**src/rtl/imem_loader.sv**
```systemverilog
// imem_loader: boot-time instruction-memory loader.
// Accepts a framed byte stream (16-bit word count, N big-endian 32-bit words, XOR checksum
// of the payload bytes) over a valid/ready handshake and writes each assembled word to the
// instruction memory at word-aligned byte addresses. cpu_enable is held low until a clean
// load completes.
//
// Ports:
//   clk         clock, rising edge
//   reset       asynchronous active-high reset
//   start       one-cycle load request (honoured in IDLE, DONE, ERR)
//   byte_in     stream data byte
//   byte_valid  byte_in valid this cycle
//   byte_ready  loader accepts a byte this cycle
//   imem_we     instruction-memory write strobe (one cycle per word)
//   imem_waddr  byte address of the word being written (multiple of 4)
//   imem_wdata  assembled instruction word
//   cpu_enable  pipeline enable, high only in DONE
//   busy        load in progress
//   done        load finished cleanly
//   error       header or checksum error
module imem_loader #(
  parameter int unsigned DEPTH_WORDS = 64,
  parameter int unsigned CNT_W       = 16
) (
  input  logic        clk,
  input  logic        reset,
  input  logic        start,
  input  logic [7:0]  byte_in,
  input  logic        byte_valid,
  output logic        byte_ready,
  output logic        imem_we,
  output logic [31:0] imem_waddr,
  output logic [31:0] imem_wdata,
  output logic        cpu_enable,
  output logic        busy,
  output logic        done,
  output logic        error
);

  typedef enum logic [2:0] {
    StIdle, StHdrHi, StHdrLo, StLoad, StWrite, StCksum, StDone, StErr
  } state_e;

  // One extra bit so a 16-bit header count can be compared without overflow.
  localparam logic [16:0]      DepthCnt = 17'(DEPTH_WORDS);
  localparam logic [CNT_W-1:0] CntOne   = CNT_W'(1);

  state_e           state_q, state_d;
  logic [7:0]       cnt_hi_q;
  logic [CNT_W-1:0] count_q;
  logic [CNT_W-1:0] word_idx_q;
  logic [1:0]       byte_cnt_q;
  logic [7:0]       cksum_q;
  logic [31:0]      word_q;

  logic             xfer;
  logic [15:0]      hdr_count;
  logic [CNT_W-1:0] idx_next;

  assign xfer      = byte_valid & byte_ready;
  assign hdr_count = {cnt_hi_q, byte_in};
  assign idx_next  = word_idx_q + CntOne;

  // State register
  always_ff @(posedge clk or posedge reset) begin
    if (reset) begin
      state_q <= StIdle;
    end else begin
      state_q <= state_d;
    end
  end

  // Next-state logic
  always_comb begin
    state_d = state_q;
    case (state_q)
      StIdle, StDone, StErr: begin
        if (start) state_d = StHdrHi;
      end
      StHdrHi: begin
        if (xfer) state_d = StHdrLo;
      end
      StHdrLo: begin
        if (xfer) begin
          if (hdr_count == 16'd0 || {1'b0, hdr_count} > DepthCnt) state_d = StErr;
          else                                                    state_d = StLoad;
        end
      end
      StLoad: begin
        if (xfer && byte_cnt_q == 2'd3) state_d = StWrite;
      end
      StWrite: begin
        state_d = (idx_next == count_q) ? StCksum : StLoad;
      end
      StCksum: begin
        if (xfer) state_d = (byte_in == cksum_q) ? StDone : StErr;
      end
      default: state_d = StIdle;
    endcase
  end

  // Outputs: pure decodes of registered state, no path from byte_valid/byte_in.
  always_comb begin
    byte_ready = 1'b0;
    imem_we    = 1'b0;
    cpu_enable = 1'b0;
    busy       = 1'b0;
    done       = 1'b0;
    error      = 1'b0;
    case (state_q)
      StHdrHi, StHdrLo, StLoad, StCksum: begin
        byte_ready = 1'b1;
        busy       = 1'b1;
      end
      StWrite: begin
        imem_we = 1'b1;
        busy    = 1'b1;
      end
      StDone: begin
        cpu_enable = 1'b1;
        done       = 1'b1;
      end
      StErr:   error = 1'b1;
      default: ;
    endcase
  end

  assign imem_waddr = 32'(word_idx_q) << 2;
  assign imem_wdata = word_q;

  // Datapath: header capture, word assembly, checksum, word index
  always_ff @(posedge clk or posedge reset) begin
    if (reset) begin
      cnt_hi_q   <= '0;
      count_q    <= '0;
      word_idx_q <= '0;
      byte_cnt_q <= '0;
      cksum_q    <= '0;
      word_q     <= '0;
    end else begin
      case (state_q)
        StIdle, StDone, StErr: begin
          if (start) begin
            word_idx_q <= '0;
            byte_cnt_q <= '0;
            cksum_q    <= '0;
          end
        end
        StHdrHi: begin
          if (xfer) cnt_hi_q <= byte_in;
        end
        StHdrLo: begin
          if (xfer) count_q <= CNT_W'(hdr_count);
        end
        StLoad: begin
          if (xfer) begin
            word_q     <= {word_q[23:0], byte_in};
            cksum_q    <= cksum_q ^ byte_in;
            byte_cnt_q <= byte_cnt_q + 2'd1;
          end
        end
        StWrite: begin
          word_idx_q <= idx_next;
        end
        default: ;
      endcase
    end
  end

endmodule

```
**config.mk**
```make
export PLATFORM = sky130hd
export DESIGN_NAME = imem_loader
export DESIGN_NICKNAME = d
export VERILOG_FILES = /design/src/rtl/imem_loader.sv
export SDC_FILE = /design/constraint.sdc
export NUM_CORES = 1
export LEC_CHECK = 0
export CORE_AREA = 3 3 114 83
export DETAILED_ROUTE_END_ITERATION = 8
export DIE_AREA = 0 0 117 86
export PLACE_DENSITY_LB_ADDON = 0.08
export SLEW_MARGIN = 20
export SYNTH_ARGS = -nofsm -noshare
export SYNTH_HDL_FRONTEND = slang
export SYNTH_SLANG_ARGS = --single-unit
```
**constraint.sdc**
```tcl
create_clock -name clk -period 3.3 [get_ports clk]
set_input_delay 0.33 -clock clk [delete_from_list [all_inputs] [get_ports clk]]
set_output_delay 0.33 -clock clk [all_outputs]
set_load 0.02 [all_outputs]
```
# After elaboration in Yosys (flattened, before gate mapping)
# Index checks and enable logic that the tools add are counted.
dict set report totals {
  register_bits 85
  out_inout_bits 70
}
dict set report classes {
  add_sub_neg 2
  order_cmp 1
  n_eq_ne 16
  mux 22
  bitwise_logic 2
  n_reduce_logical 15
}
# op n
set op_table {}
lappend op_table {{$pmux W16 S2} 1}
lappend op_table {{$mux W3} 7}
lappend op_table {{$pmux W3 S6} 1}
lappend op_table {{$add A16 B1 Y16 const B} 1}
lappend op_table {{$eq A16 B16 Y1} 1}
lappend op_table {{$gt A16 B7 Y1 const B} 1}
lappend op_table {{$logic_not A16 Y1} 1}
lappend op_table {{$mux W16} 1}
lappend op_table {{$mux W8} 2}
lappend op_table {{$pmux W8 S2} 1}
lappend op_table {{$eq A3 B3 Y1 const B} 4}
lappend op_table {{$ne A2 B2 Y1 const B} 6}
lappend op_table {{$eq A8 B8 Y1} 1}
lappend op_table {{$reduce_and A2 Y1} 4}
lappend op_table {{$xor A8 B8 Y8} 1}
lappend op_table {{$eq A3 B2 Y1 const B} 2}
lappend op_table {{$mux W1} 6}
lappend op_table {{$reduce_and A5 Y1} 1}
lappend op_table {{$reduce_or A5 Y1} 1}
lappend op_table {{$mux W2} 2}
lappend op_table {{$pmux W2 S2} 1}
lappend op_table {{$reduce_bool A2 Y1} 2}
lappend op_table {{$reduce_or A4 Y1} 1}
lappend op_table {{$eq A3 B1 Y1 const B} 1}
lappend op_table {{other kinds (8)} 8}

# Depth between registers and ports, before layout
dict set report logic_depth {
  word_depth 7
  mapped_depth 8
}

# Least setup slack after synthesis
# OpenSTA, ideal clock, no wires.
dict set report synth_path {
  path_kind {reg2reg}
  from {register word_idx_q[0]}
  to {register state_q[2]}
  setup_ps 67
  arrival_ps 2067
  t_required_ps 3233
  slack_ps 1165
  stages_incl_launch_ff 8
  path_buffers 0
  period_less_slack_ps 2135
  path_cell_list {dfrtp_1 ha_1 nand3_1 or3_1 xor2_1 nor2_1 nor4_2 a32o_1}
}
dict set report synth_via {
  elab_chain_cells 4
}
# element line
set synth_lines {}
lappend synth_lines {{from (decl)} 51} ;# logic [CNT_W-1:0] word_idx_q;
lappend synth_lines {{from (signal assigned)} 163} ;# word_idx_q <= idx_next;
lappend synth_lines {{$add A16 B1 Y16} 62} ;# assign idx_next = word_idx_q + CntOne;
lappend synth_lines {{$eq A16 B16 Y1} 93} ;# state_d = (idx_next == count_q) ? StCksum : StLoad;
lappend synth_lines {{$mux W3} 93}
lappend synth_lines {{$pmux W3 S6} 76} ;# case (state_q)
lappend synth_lines {{to (signal assigned)} 67} ;# state_q <= StIdle;
lappend synth_lines {{to (signal assigned)} 69} ;# state_q <= state_d;
lappend synth_lines {{to (decl)} 48} ;# state_e state_q, state_d;
# No other way between the ends.
# A chain may end at the register's enable or synchronous reset.

# Final worst setup path
dict set report layout_path {
  from {register state_q[1]}
  to {output imem_we}
}
dict set report layout_via {
  elab_chain_cells 2
}
# element line
set layout_lines {}
lappend layout_lines {{$eq A3 B3 Y1} 110} ;# case (state_q)
lappend layout_lines {{$mux W1} 110}
lappend layout_lines {{to (decl)} 31} ;# output logic imem_we,
# No other way between the ends.

==> impl_metrics.py <==
metrics = {
    "finish": {
        "fillers": 714,
        "nets": 534,
        "num_antenna_cells": 0,
        "finalInstanceArea_um2": 5310,
        "multi_input_area_um2": 2010,
        "seqCellArea_um2": 2130,
        "fin_cells": 630,
        "final_core_util_pct": 63.2,
        "syn_to_final_growth_pct": 22.6,
        "drive_gt1_share_pct": 11.0,
    },
    "yosys": {
        "synth_mux_area_share_pct": 6.24,
        "syn_area_um2": 4330,
        "synth_area_per_cell_um2": 9.38,
        "synthArstFlopShare_pct": 100,
        "synth_xor_xnor_area_share_pct": 6.87,
        "ys_warn_count": 0,
        "synth_compound_area_share_pct": 9.24,
        "synth_edf_count": 0,
        "synth_top_family_by_area": "simple AND/OR/NAND/NOR gates",
        "synth-seq-area-share_pct": 49.1,
        "ys_types": 50,
        "synthSimpleGateAreaFrac_pct": 22.0,
        "synth_seq_cells": 85,
        "synth_fa_ha_area_share_pct": 0.578,
        "yosys_most_used_dff": "dfrtp_1",
        "syn_inst": 462,
    },
    "grt": {
        "grt_pass1_vias": 3276,
        "gr-total-overflow": 0,
        "grt_usage_pct": 22.3,
        "grt_max_degree": 86,
        "grt_pass1_wl_um": 17400,
        "antenna_found_initial": 0,
    },
    "clock_tree": {
        "root_buffer": "clkbuf_16",
        "cts_sinks": 85,
        "post_cts_buffers": 0,
        "cts_tree": "yes",
        "cts_hold_buf": 0,
        "worstSkewPairLatency_ns": 0.34,
        "cts.repair.resized": 0,
        "htree_levels": 3,
        "clk_pin_slew_ns": 0.06,
        "cts.path.max_buffers": 2,
        "cts_buffers": 9,
    },
    "die": {
        "die_h_um": 86,
        "fp.coreArea_um2": 8410,
        "die_area_um2": 10100,
        "num_rows": 28,
        "fp.dieW_um": 117,
        "io_pins": 82,
        "start_util_pct": 51.5,
    },
    "job": {
        "drv_cap": 0,
    },
    "placement": {
        "hpwl_um": 7490,
        "pre_cts_ws_ns": 0.934,
        "io_buffers": 65,
        "placed_area_um2": 5000,
        "place_inst": 614,
        "place_congestion": 0.904,
    },
    "route": {
        "first_pass_iters": 5,
        "vias_per_cell": 5.47,
        "antenna_left": 0,
        "drtIter0Drc": 289,
        "wl_per_cell_um": 16.5,
        "vias": 3447,
        "wirelength_um": 10400,
        "drc_errors": 0,
    },
    "worst_setup_path": {
        "cp.required_ns": 2.97,
        "end_kind": "output port",
        "crit_path_max_incr_delay_ns": 0.63,
        "arrival_ns": 2.07,
        "cp-start-kind": "register",
        "crit_slowest_cell": "clkdlybuf4s50_1",
        "reg2reg_slack_ns": 0.98,
        "worstPathMaxFanout": 13,
        "crit_type": "reg -> out",
        "crit_chain": "inv_1 > nand3b_1 > clkinv_1 > clkdlybuf4s50_1",
        "startpoint": "state_q[1]$_DFFE_PP0P_",
        "critPathCapture": "imem_we",
        "r2r-start": "word_idx_q[0]$_DFFE_PP0P_",
        "reg2reg_depth": 7,
        "worstReg2RegEnd": "state_q[2]$_DFFE_PP0P_",
    },
    "timing": {
        "worst_slack_ns": 0.897,
        "hold_viol": 0,
        "timing.hold.ws_ns": 0.417,
        "min_period_over_period_pct": 72.8,
        "maxSlewHeadroom_pct": 48.9,
        "fmax_mhz": 416,
        "setup_viol": 0,
        "period_needed_ns": 2.40,
        "drv_slew": 0,
        "rsz0062_at_grt": "false",
        "final.setup.tns_ns": 0,
        "worst_pin_slew_ns": 0.766,
        "finClkSkew_ns": 0.00631,
    },
    "power": {
        "leakagePower_nw": 2.39,
        "total_power_mw": 4.70,
        "vdd_drop_max_mv": 0.540,
        "p_per_area_nw_per_um2": 885,
    },
    "status": {
        "status": "complete, no violations",
    },
    "worst_hold_path": {
        "hold_class": "in -> async",
    },
}
[layout make-up]
type	instances	share of cell area [%]
clock inverter	6	1.65
timing repair buffer	70	13.2
inverter	7	0.518
tap	105	2.47
sequential	85	40.0
clock buffer	10	4.31
multi-input combinational	347	37.8
[critical path, delay by kind of cell, from the launching register on]
family,cells,cell delay [ns]
buf+inv,3,1.03
flops,1,0.57
simple gates,1,0.13
[synth_stat cells (2+ instances only)]
| master | n | area (µm²) |
|---|---|---|
| a21oi_1 | 10 | 50.1 |
| a22o_1 | 2 | 17.5 |
| a31oi_1 | 3 | 18.8 |
| and3_1 | 3 | 18.8 |
| buf_2 | 5 | 25.0 |
| buf_4 | 19 | 143 |
| clkbuf_1 | 11 | 41.3 |
| dfrtp_1 | 85 | 2130 |
| ha_1 | 2 | 25.0 |
| inv_1 | 6 | 22.5 |
| mux2_2 | 24 | 270 |
| nand2_1 | 121 | 454 |
| nand2b_1 | 6 | 37.5 |
| nand3_1 | 8 | 40.0 |
| nand4_1 | 4 | 25.0 |
| nand4_2 | 2 | 25.0 |
| nor2_1 | 28 | 105 |
| nor3_1 | 7 | 35.0 |
| nor4_1 | 5 | 31.3 |
| nor4_2 | 3 | 37.5 |
| o21ai_0 | 41 | 205 |
| o31ai_1 | 4 | 30.0 |
| o41ai_1 | 2 | 17.5 |
| or3_1 | 3 | 18.8 |
| xnor2_1 | 22 | 193 |
| xor2_1 | 12 | 105 |
[cell usage in the layout, fill, tap and decap left out, types with 2 or more instances in the layout]
| cell type | n |
|---|---|
| xor2_1 | 12 |
| o21ai_0 | 41 |
| nor4_2 | 3 |
| nand2b_1 | 6 |
| dfrtp_1 | 85 |
| nor4_1 | 5 |
| clkbuf_16 | 9 |
| clkinv_4 | 2 |
| ha_1 | 2 |
| nor2_1 | 27 |
| xnor2_1 | 22 |
| bufinv_16 | 2 |
| a31oi_1 | 3 |
| a21oi_1 | 10 |
| buf_4 | 4 |
| o41ai_1 | 2 |
| and3_1 | 3 |
| nand3_1 | 8 |
| inv_1 | 5 |
| nand4_2 | 2 |
| clkinv_2 | 3 |
| o31ai_1 | 4 |
| or3_1 | 3 |
| conb_1 | 16 |
| clkdlybuf4s50_1 | 65 |
| a22o_1 | 2 |
| nor3_1 | 7 |
| nand2_1 | 121 |
| nand4_1 | 4 |
| mux2_2 | 24 |
[registers in the layout, indices dropped and copies added, names as in the netlist]
signal / flops
imem_wdata: 32
count_q: 16
word_idx_q: 16
cksum_q: 8
cnt_hi_q: 8
state_q: 3
byte_cnt_q: 2
[worst min-delay path by stage]
stage,startpoint,end,slack [ns],cells past startpoint
finish,reset,word_idx_q[4]$_DFFE_PP0P_,0.42,3
global route,reset,imem_wdata[22]$_DFFE_PP0P_,0.46,3
CTS,reset,imem_wdata[29]$_DFFE_PP0P_,0.45,3
detailed placement,imem_wdata[29]$_DFFE_PP0P_,imem_wdata[29]$_DFFE_PP0P_,0.46,2
global placement,imem_wdata[27]$_DFFE_PP0P_,imem_wdata[27]$_DFFE_PP0P_,0.46,2
floorplan,byte_in[0],imem_wdata[0]$_DFFE_PP0P_,0.45,2
[metal layers]
layer,share of wire [%],global-route usage [%]
met1,48,33.9
met2,44,32.2
met5,0,0
met3,7.1,5.50
met4,0.87,5.42
[power breakdown]
group          internal [mW]  total, mW  switching [mW]
Sequential              1.42       1.83           0.402
Combinational          0.841       1.81           0.967
Clock                  0.663       1.07           0.403
[logic make-up (layout without fill, tap and decap cells)]
kind of cell | after synthesis | in the layout
XOR/XNOR | 34 | 34
other | 1 | 16
buffers and inverters | 45 | 93
multiplexers | 24 | 24
AND/OR/NAND/NOR | 202 | 202
flip-flops | 85 | 85
AO/OA/AOI/OAI | 69 | 69
adder cells (fa/ha/maj) | 2 | 2
(Power assumes the default switching activity.)
